$ cat src/rtl/bitty_fetch_pkg.sv
// bitty_fetch_pkg: state encodings and default
// widths shared by the fetch stage.
package bitty_fetch_pkg;

  typedef enum logic [1:0] {
    FS_IDLE  = 2'd0,
    FS_FETCH = 2'd1,
    FS_EXEC  = 2'd2
  } fs_state_e;

  localparam int FETCH_ADDR_W  = 8;
  localparam int FETCH_INSTR_W = 16;
  localparam int FETCH_TIMEOUT = 15;

  localparam logic [7:0] PC_RESET = 8'h00;

endpackage

$ cat src/rtl/fetch_watchdog.sv
// fetch_watchdog: counts FETCH cycles without ack.
// Ports: clk, rst_n, clear, en -> expired.
module fetch_watchdog #(
  parameter int LIMIT = 15
) (
  input  logic clk,
  input  logic rst_n,
  input  logic clear,
  input  logic en,
  output logic expired
);

  localparam int CW = $clog2(LIMIT + 1);

  logic [CW-1:0] cnt_q;

  always_ff @(posedge clk or negedge rst_n) begin
    if (!rst_n) begin
      cnt_q <= '0;
    end else if (clear) begin
      cnt_q <= '0;
    end else if (en) begin
      cnt_q <= cnt_q + CW'(1);
    end
  end

  // Fires during the LIMIT-th enabled cycle,
  // so the caller leaves on that edge.
  assign expired = en && (cnt_q == CW'(LIMIT - 1));

endmodule

$ cat src/rtl/fetch_unit.sv
// fetch_unit: PC register and imem req/ack fetch FSM.
// Optional fetch timeout under FETCH_TIMEOUT_EN.
// Ports: clk, rst_n, run_en; imem_req/addr/ack/rdata;
//  instr, instr_valid, pc; exec_done, new_pc;
//  retired (count), fetch_err (sticky timeout).
module fetch_unit
  import bitty_fetch_pkg::*;
#(
  parameter int ADDR_W         = FETCH_ADDR_W,
  parameter int INSTR_W        = FETCH_INSTR_W,
  parameter int TIMEOUT_CYCLES = FETCH_TIMEOUT
) (
  input  logic               clk,
  input  logic               rst_n,
  input  logic               run_en,
  output logic               imem_req,
  output logic [ADDR_W-1:0]  imem_addr,
  input  logic               imem_ack,
  input  logic [INSTR_W-1:0] imem_rdata,
  output logic [INSTR_W-1:0] instr,
  output logic               instr_valid,
  output logic [ADDR_W-1:0]  pc,
  input  logic               exec_done,
  input  logic [ADDR_W-1:0]  new_pc,
  output logic [15:0]        retired,
  output logic               fetch_err
);

  fs_state_e state_q, state_d;

  logic [ADDR_W-1:0]  pc_q;
  logic [INSTR_W-1:0] instr_q;
  logic [15:0]        ret_q;
  logic               req_q;
  logic               valid_q;
  logic               err_q;

  logic load_instr;
  logic retire;
  logic set_err;
  logic expired;

`ifdef FETCH_TIMEOUT_EN
  fetch_watchdog #(
    .LIMIT (TIMEOUT_CYCLES)
  ) u_wd (
    .clk     (clk),
    .rst_n   (rst_n),
    .clear   (state_q != FS_FETCH),
    .en      (state_q == FS_FETCH),
    .expired (expired)
  );
`else
  localparam int unused_timeout = TIMEOUT_CYCLES;
  assign expired = 1'b0;
`endif

  always_comb begin
    state_d    = state_q;
    load_instr = 1'b0;
    retire     = 1'b0;
    set_err    = 1'b0;
    unique case (1'b1)
      (state_q == FS_IDLE): begin
        if (run_en && !err_q)
          state_d = FS_FETCH;
      end
      (state_q == FS_FETCH): begin
        // ack wins over a same-cycle timeout
        if (imem_ack) begin
          load_instr = 1'b1;
          state_d    = FS_EXEC;
        end else if (expired) begin
          set_err = 1'b1;
          state_d = FS_IDLE;
        end
      end
      (state_q == FS_EXEC): begin
        if (exec_done) begin
          retire  = 1'b1;
          state_d = run_en ? FS_FETCH : FS_IDLE;
        end
      end
      default: state_d = FS_IDLE;
    endcase
  end

  always_ff @(posedge clk or negedge rst_n) begin
    if (!rst_n) begin
      state_q <= FS_IDLE;
      pc_q    <= ADDR_W'(PC_RESET);
      instr_q <= '0;
      ret_q   <= '0;
      req_q   <= 1'b0;
      valid_q <= 1'b0;
      err_q   <= 1'b0;
    end else begin
      state_q <= state_d;
      // req/valid are flops fed by next state
      req_q   <= (state_d == FS_FETCH);
      valid_q <= (state_d == FS_EXEC);
      if (load_instr)
        instr_q <= imem_rdata;
      if (retire) begin
        pc_q  <= new_pc;
        ret_q <= ret_q + 16'd1;
      end
      if (set_err)
        err_q <= 1'b1;
    end
  end

  assign imem_req    = req_q;
  assign imem_addr   = pc_q;
  assign instr       = instr_q;
  assign instr_valid = valid_q;
  assign pc          = pc_q;
  assign retired     = ret_q;
  assign fetch_err   = err_q;

endmodule
$ cat config.mk
export PLATFORM = sky130hd
export DESIGN_NAME = fetch_unit
export DESIGN_NICKNAME = d
export VERILOG_FILES = /design/src/rtl/bitty_fetch_pkg.sv /design/src/rtl/fetch_watchdog.sv /design/src/rtl/fetch_unit.sv
export SDC_FILE = /design/constraint.sdc
export NUM_CORES = 1
export LEC_CHECK = 0
export CELL_PAD_IN_SITES_DETAIL_PLACEMENT = 1
export CELL_PAD_IN_SITES_GLOBAL_PLACEMENT = 1
export CORE_MARGIN = 2
export CORE_UTILIZATION = 28
export CTS_CLUSTER_SIZE = 12
export DETAILED_ROUTE_END_ITERATION = 10
export PLACE_DENSITY = 0.7
export SETUP_SLACK_MARGIN = 0.02
export SLEW_MARGIN = 30
export SYNTH_ARGS = -nofsm -noshare
export SYNTH_HDL_FRONTEND = slang
export SYNTH_SLANG_ARGS = --single-unit
$ cat constraint.sdc
create_clock -name clk -period 1.4 [get_ports clk]
set_input_delay 0.28 -clock clk [delete_from_list [all_inputs] [get_ports clk]]
set_output_delay 0.28 -clock clk [all_outputs]
set_load 0.02 [all_outputs]
==> results of run 1 <==
==> power by group through the flow <==
stage / combinational (µW) / sequential [µW] / clock, µW
finish: 2160 / 1960 / 745
global route: 2340 / 2020 / 852
CTS: 2190 / 1970 / 780
detailed placement: 2550 / 2020 / 0
global placement: 2510 / 1990 / 0
floorplan: 807 / 2520 / 0
==> sequential cells by signal, summed over array words and instances, names as in the netlist <==
register and count:
instr_valid 1, instr 16, imem_req 1, state_q 2, retired 16, imem_addr 8
==> cells in the mapped netlist (all sizes together) <==
| cell | number | share of area |
|---|---|---|
| dfrtp | 44 | 0.60 |
| nor2 | 4 | 0.0081 |
| nand3b | 2 | 0.010 |
| buf | 11 | 0.042 |
| nand3 | 2 | 0.0081 |
| nor4 | 2 | 0.015 |
| xnor2 | 10 | 0.047 |
| nor3 | 5 | 0.014 |
| or2 | 2 | 0.0068 |
| ha | 1 | 0.0068 |
| mux2 | 16 | 0.097 |
| xor2 | 5 | 0.024 |
| clkbuf | 1 | 0.0020 |
| conb | 1 | 0.0020 |
| nand4 | 5 | 0.025 |
| nand2b | 1 | 0.0034 |
| inv | 3 | 0.0061 |
| and3b | 1 | 0.0054 |
| nand2 | 35 | 0.071 |
| o21ai | 4 | 0.011 |
==> final timing paths <==
path / endpoint / startpoint / slack, ns
worst min-delay path: state_q[1] / exec_done / 0.41
max in group asynchronous: retired[8] / rst_n / 0.67
worst min register to register: retired[10] / retired[10] / 0.49
worst max register to register: retired[14] / retired[0] / 0.07
min in group asynchronous: imem_addr[7] / rst_n / 0.50
worst max-delay path: retired[14] / retired[0] / 0.07
==> worst register-to-register path, cell delays in order, from the launching register on <==
cell and delay, ns:
dfrtp_2 0.42, ha_2 0.22, nand4_4 0.17, nor4_4 0.30
xor2_1 0.16
==> what timing repair did <==
item	4_1_cts	5_1_grt
endpoints found under the setup margin	55	16
gates resized for setup	52	16
hold buffers	1	0
pin swaps	3	6
endpoints found under the hold margin	44	0
buffers inserted	2	0
==> stage by stage <==
stage	instance area (µm²)	hold slack [ns]	power, µW	util
detailed placement	2760	0.285	4570	0.432
global route	2850	0.423	5210	0.446
finish	2850	0.407	4860	0.446
floorplan	1860	-0.0156	3330	-
CTS	2800	0.488	4940	0.439
global placement	2760	0.280	4500	0.432
==> layout make-up <==
| type | instances | area [µm²] |
|---|---|---|
| multi-input cells | 96 | 694 |
| repair buffers | 94 | 863 |
| inverters | 3 | 11.3 |
| fillers | 710 | 3540 |
| clock buffers | 7 | 76.3 |
| flip-flops and latches | 44 | 1110 |
| well taps | 77 | 96.3 |
==> cells in the final DEF (no fill, tap or decap), types with 2 or more instances in the layout <==
master / Yosys / final
buf_4: 9 / 13
clkbuf_1: 1 / 2
clkbuf_8: 0 / 5
clkdlybuf4s15_1: 0 / 7
clkdlybuf4s50_1: 0 / 26
dfrtp_1: 44 / 38
dfrtp_2: 0 / 6
dlygate4sd2_1: 0 / 43
inv_1: 3 / 3
mux2_2: 16 / 16
nand2_1: 35 / 35
nand4_1: 4 / 4
nor2_1: 4 / 3
nor3_2: 0 / 4
o21ai_0: 4 / 4
xnor2_1: 10 / 10
xor2_1: 5 / 5
==> kinds of logic after synthesis <==
logic type / share of synthesized area
AND/OR/NAND/NOR: 0.166
multiplexers: 0.0974
XOR/XNOR: 0.0710
flip-flops: 0.595
adder cells (fa/ha/maj): 0.00676
buffers and inverters: 0.0501
AO/OA/AOI/OAI: 0.0108
other: 0.00203
==> metal layers <==
metal / GRT usage / vias to the layer above
li1: - / 671
met1: 0.148 / 710
met2: 0.232 / 43
met3: 0.0350 / 5
met4: 0.0519 / 0
met5: 0 / -
==> flow_metrics.tcl, run 1 <==
set metrics [dict create \
    gp_congestion 0.755 \
    r2r_cells 4 \
    dr_wl_met3_um 249 \
    clock-sinks 44 \
    rows 29 \
    yosysSeqAreaShare 0.595 \
    syn_inst 155 \
    end_kind "register" \
    grt_setup_unrepaired "yes" \
    syn_to_final_growth_pct 54.1 \
    hpwl_um 3340 \
    dieArea_um2 7270 \
    grt_usage 0.130 \
    fin_cells 321 \
    diodes 0 \
    die_x_um 85.3 \
    num_vias 1429 \
    path_cells "ha_2 -> nand4_4 -> nor4_4 -> xor2_1" \
    grt_max_degree 45 \
    ir_drop_mv 0.788 \
    wl_met1_um 1720 \
    antenna_found_initial 0 \
    cts.htree.levels 2 \
    slowest_delay_ns 0.42 \
    arrival_ns 1.56 \
    pwr-share-clk 0.153 \
    start_util 0.290 \
    worstSetupStartpointType "register" \
    cts_root_buffer "clkbuf_8" \
    finClkSkew_ns 0.00781 \
    placedCellCount 311 \
    pre_cts_ws_ns -0.342 \
    finalSetupViolCount 0 \
    fp.coreArea_um2 6390 \
    max_freq_mhz 750 \
    period_needed_ns 1.33 \
    dr_wl_met2_um 2380 \
    highest_layer "met4" \
    syn_avg_cell_area_um2 11.9 \
    cp_top_family "simple AND/OR/NAND/NOR gates" \
    routed_via_density 4.45 \
    status "finished clean" \
    post-route-period-util 0.953 \
    hold_viol_final 0 \
    final_max_slew_viol_count 0 \
    clkTransAtPathRegs_ns 0.08 \
    yosysWarnings 0 \
    worst-path-buf-inv 0 \
    grt_pass1_vias 1561 \
    drc 0 \
    drt_iter0_markers 69 \
    ys_seq_elements 44 \
    overflow 0 \
    p_int_uw 3020 \
    path_depth 4 \
    netlist_area_um2 1850 \
    worstPathRequired_ns 1.62 \
    clock_latency_ns 0.29 \
    p_leak_uw 0.00138 \
    cts_made_buffers 5 \
    ant_nets 0 \
    clk_path_buf_depth 2 \
    drv_cap 0 \
    pwr_density_cell_nw_per_um2 1710 \
    critPathSlowestCell "dfrtp_2" \
    setup_tns_ns 0 \
    fin_ws_ns 0.0661 \
    drtPass1Iterations 4 \
    power.switching_uw 1840 \
    fp.dieH_um 85.3 \
    fin_nets 274 \
    port_buffers 78 \
    synth_cell_types 26 \
    crit_fanout 5 \
    grt_first_pass_wirelength_um 7390 \
    ios 80 \
    switching_share 0.379 \
    min_path_type "in2reg" \
    drt-total-wl_um 4430 \
    cts_tree "done" \
    drive_above_1_share 0.230 \
    path_class "reg2reg" \
    pwr-share-comb 0.444 \
    min_path_cells 3 \
    avgRoutedWirePerCell_um 13.8 \
    p_seq_frac 0.403 \
    synth_nets 185 \
]
(Power assumes the default switching activity.)
==> run 2: changes to the inputs <==
PLACE_DENSITY = 0.85   (was 0.7)
==> run 2 against run 1 <==
Fmax decreased by 0.61%. Final cell count stayed put. Via count up 0.70%. Flip-flop and latch count unchanged. Clock skew increased by 0.0022 ns. Critical endpoint is now retired[7]. Largest cell class unchanged. Highest routed layer unchanged.
==> flow_metrics.tcl, run 2 (synthesis results as in run 1) <==
set metrics [dict create \
    diodes 0 \
    overflow 0 \
    grt_usage 0.125 \
    grt_max_degree 45 \
    finalSetupViolCount 0 \
    grt_setup_unrepaired "yes" \
    worst-path-buf-inv 1 \
    cts_tree "done" \
    multiInputGateArea_um2 668 \
    clk_path_buf_depth 2 \
    min_path_type "reg2reg" \
    path_cells "dlygate4sd2_1" \
    p_leak_uw 0.00140 \
    hold_viol_final 0 \
    pwr_density_cell_nw_per_um2 1810 \
    cts_root_buffer "clkbuf_8" \
    worstSetupStartpointType "register" \
    cp-startpoint "retired[7]" \
    grt_pass1_vias 1516 \
    drc 0 \
    final_max_slew_viol_count 0 \
    rr_startpoint "state_q[0]" \
    fin_nets 273 \
    syn_to_final_growth_pct 55.1 \
    clock-sinks 44 \
    drtPass1Iterations 2 \
    ios 80 \
    slowest_delay_ns 0.44 \
    status "finished clean" \
    regArea_um2 1110 \
    fp.dieH_um 85.3 \
    path_class "reg2out" \
    start_util 0.290 \
    max_freq_mhz 745 \
    dieArea_um2 7270 \
    drt_iter0_markers 42 \
    fp.coreArea_um2 6390 \
    avgRoutedWirePerCell_um 13.7 \
    hpwl_um 3300 \
    nFillCells 718 \
    rows 29 \
    total_power_uw 5200 \
    cts_made_buffers 5 \
    drt-total-wl_um 4390 \
    clock_latency_ns 0.30 \
    port_buffers 78 \
    period_needed_ns 1.34 \
    drv_cap 0 \
    setup_tns_ns 0 \
    cp_top_family "flip-flops" \
    ant_nets 0 \
    final_util 0.449 \
    finClkSkew_ns 0.0100 \
    drive_above_1_share 0.221 \
    num_vias 1439 \
    cts.htree.levels 2 \
    die_x_um 85.3 \
    end_kind "output port" \
    grt_first_pass_wirelength_um 7190 \
    post-route-period-util 0.959 \
    crit_fanout 4 \
    min-delay-start "retired[15]" \
    final_common_cell "dlygate4sd2_1" \
    routed_via_density 4.48 \
    layout_common_cells "46 x dlygate4sd2_1, 38 x dfrtp_1, 35 x nand2_1" \
    clkTransAtPathRegs_ns 0.09 \
    worstPathRequired_ns 1.12 \
    critPathSlowestCell "dfrtp_2" \
    arrival_ns 1.06 \
    gp_congestion 0.721 \
    antenna_found_initial 0 \
    ir_drop_mv 0.931 \
]
==> run 2: per-stage QoR <==
stage | hold WS (ns) | cell area (µm²) | instances | setup slack [ns]
5_1_grt | 0.505 | 2870 | 321 | -0.0396
3_5_place_dp | 0.281 | 2750 | 308 | -0.369
6_report | 0.472 | 2870 | 321 | 0.0579
4_1_cts | 0.478 | 2840 | 319 | 0.0198
3_3_place_gp | 0.279 | 2750 | 308 | -0.303
2_1_floorplan | -0.0156 | 1860 | 155 | 0.0235
==> run 2: power breakdown <==
part	total [µW]	leakage, µW	internal, µW	switching (µW)
clock network	1060	0.0000645	630	426
registers	1970	0.000535	1710	262
logic	2180	0.000802	969	1210
total	5200	0.00140	3310	1900
==> run 2: routing by layer <==
metal | routed length [µm] | share of wire | global-route usage | up-vias
met1 | 1670 | 0.38 | 0.134 | 713
met5 | 0 | 0 | 0 | -
met2 | 2420 | 0.55 | 0.235 | 44
met3 | 255 | 0.058 | 0.0350 | 8
met4 | 44 | 0.010 | 0.0390 | 0
li1 | - | - | - | 674
==> run 2: final cells by class <==
type                    instances  area share
clock buffers                   7      0.0336
clock inverters                 1      0.0105
inverters                       3     0.00392
multi-input cells              96       0.233
flip-flops and latches         44       0.386
well taps                      77      0.0336
repair buffers                 93       0.299
==> run 2: final timing paths <==
kind | endpoint | cells after the start | slack, ns
worst max-delay path | retired[7] | 1 | 0.06
worst min-delay path | retired[15] | 1 | 0.47
worst max register to register | retired[3] | 5 | 0.08
worst min register to register | retired[15] | 1 | 0.47
max in group asynchronous | retired[0] | 3 | 0.68
min in group asynchronous | retired[15] | 3 | 0.49
==> run 2: timing repair <==
item,4_1_cts,5_1_grt
setup buffers,2,2
hold buffers,1,0
gates resized for setup,52,8
endpoints found under the setup margin,53,11
endpoints found under the hold margin,44,0
pin swaps,3,2
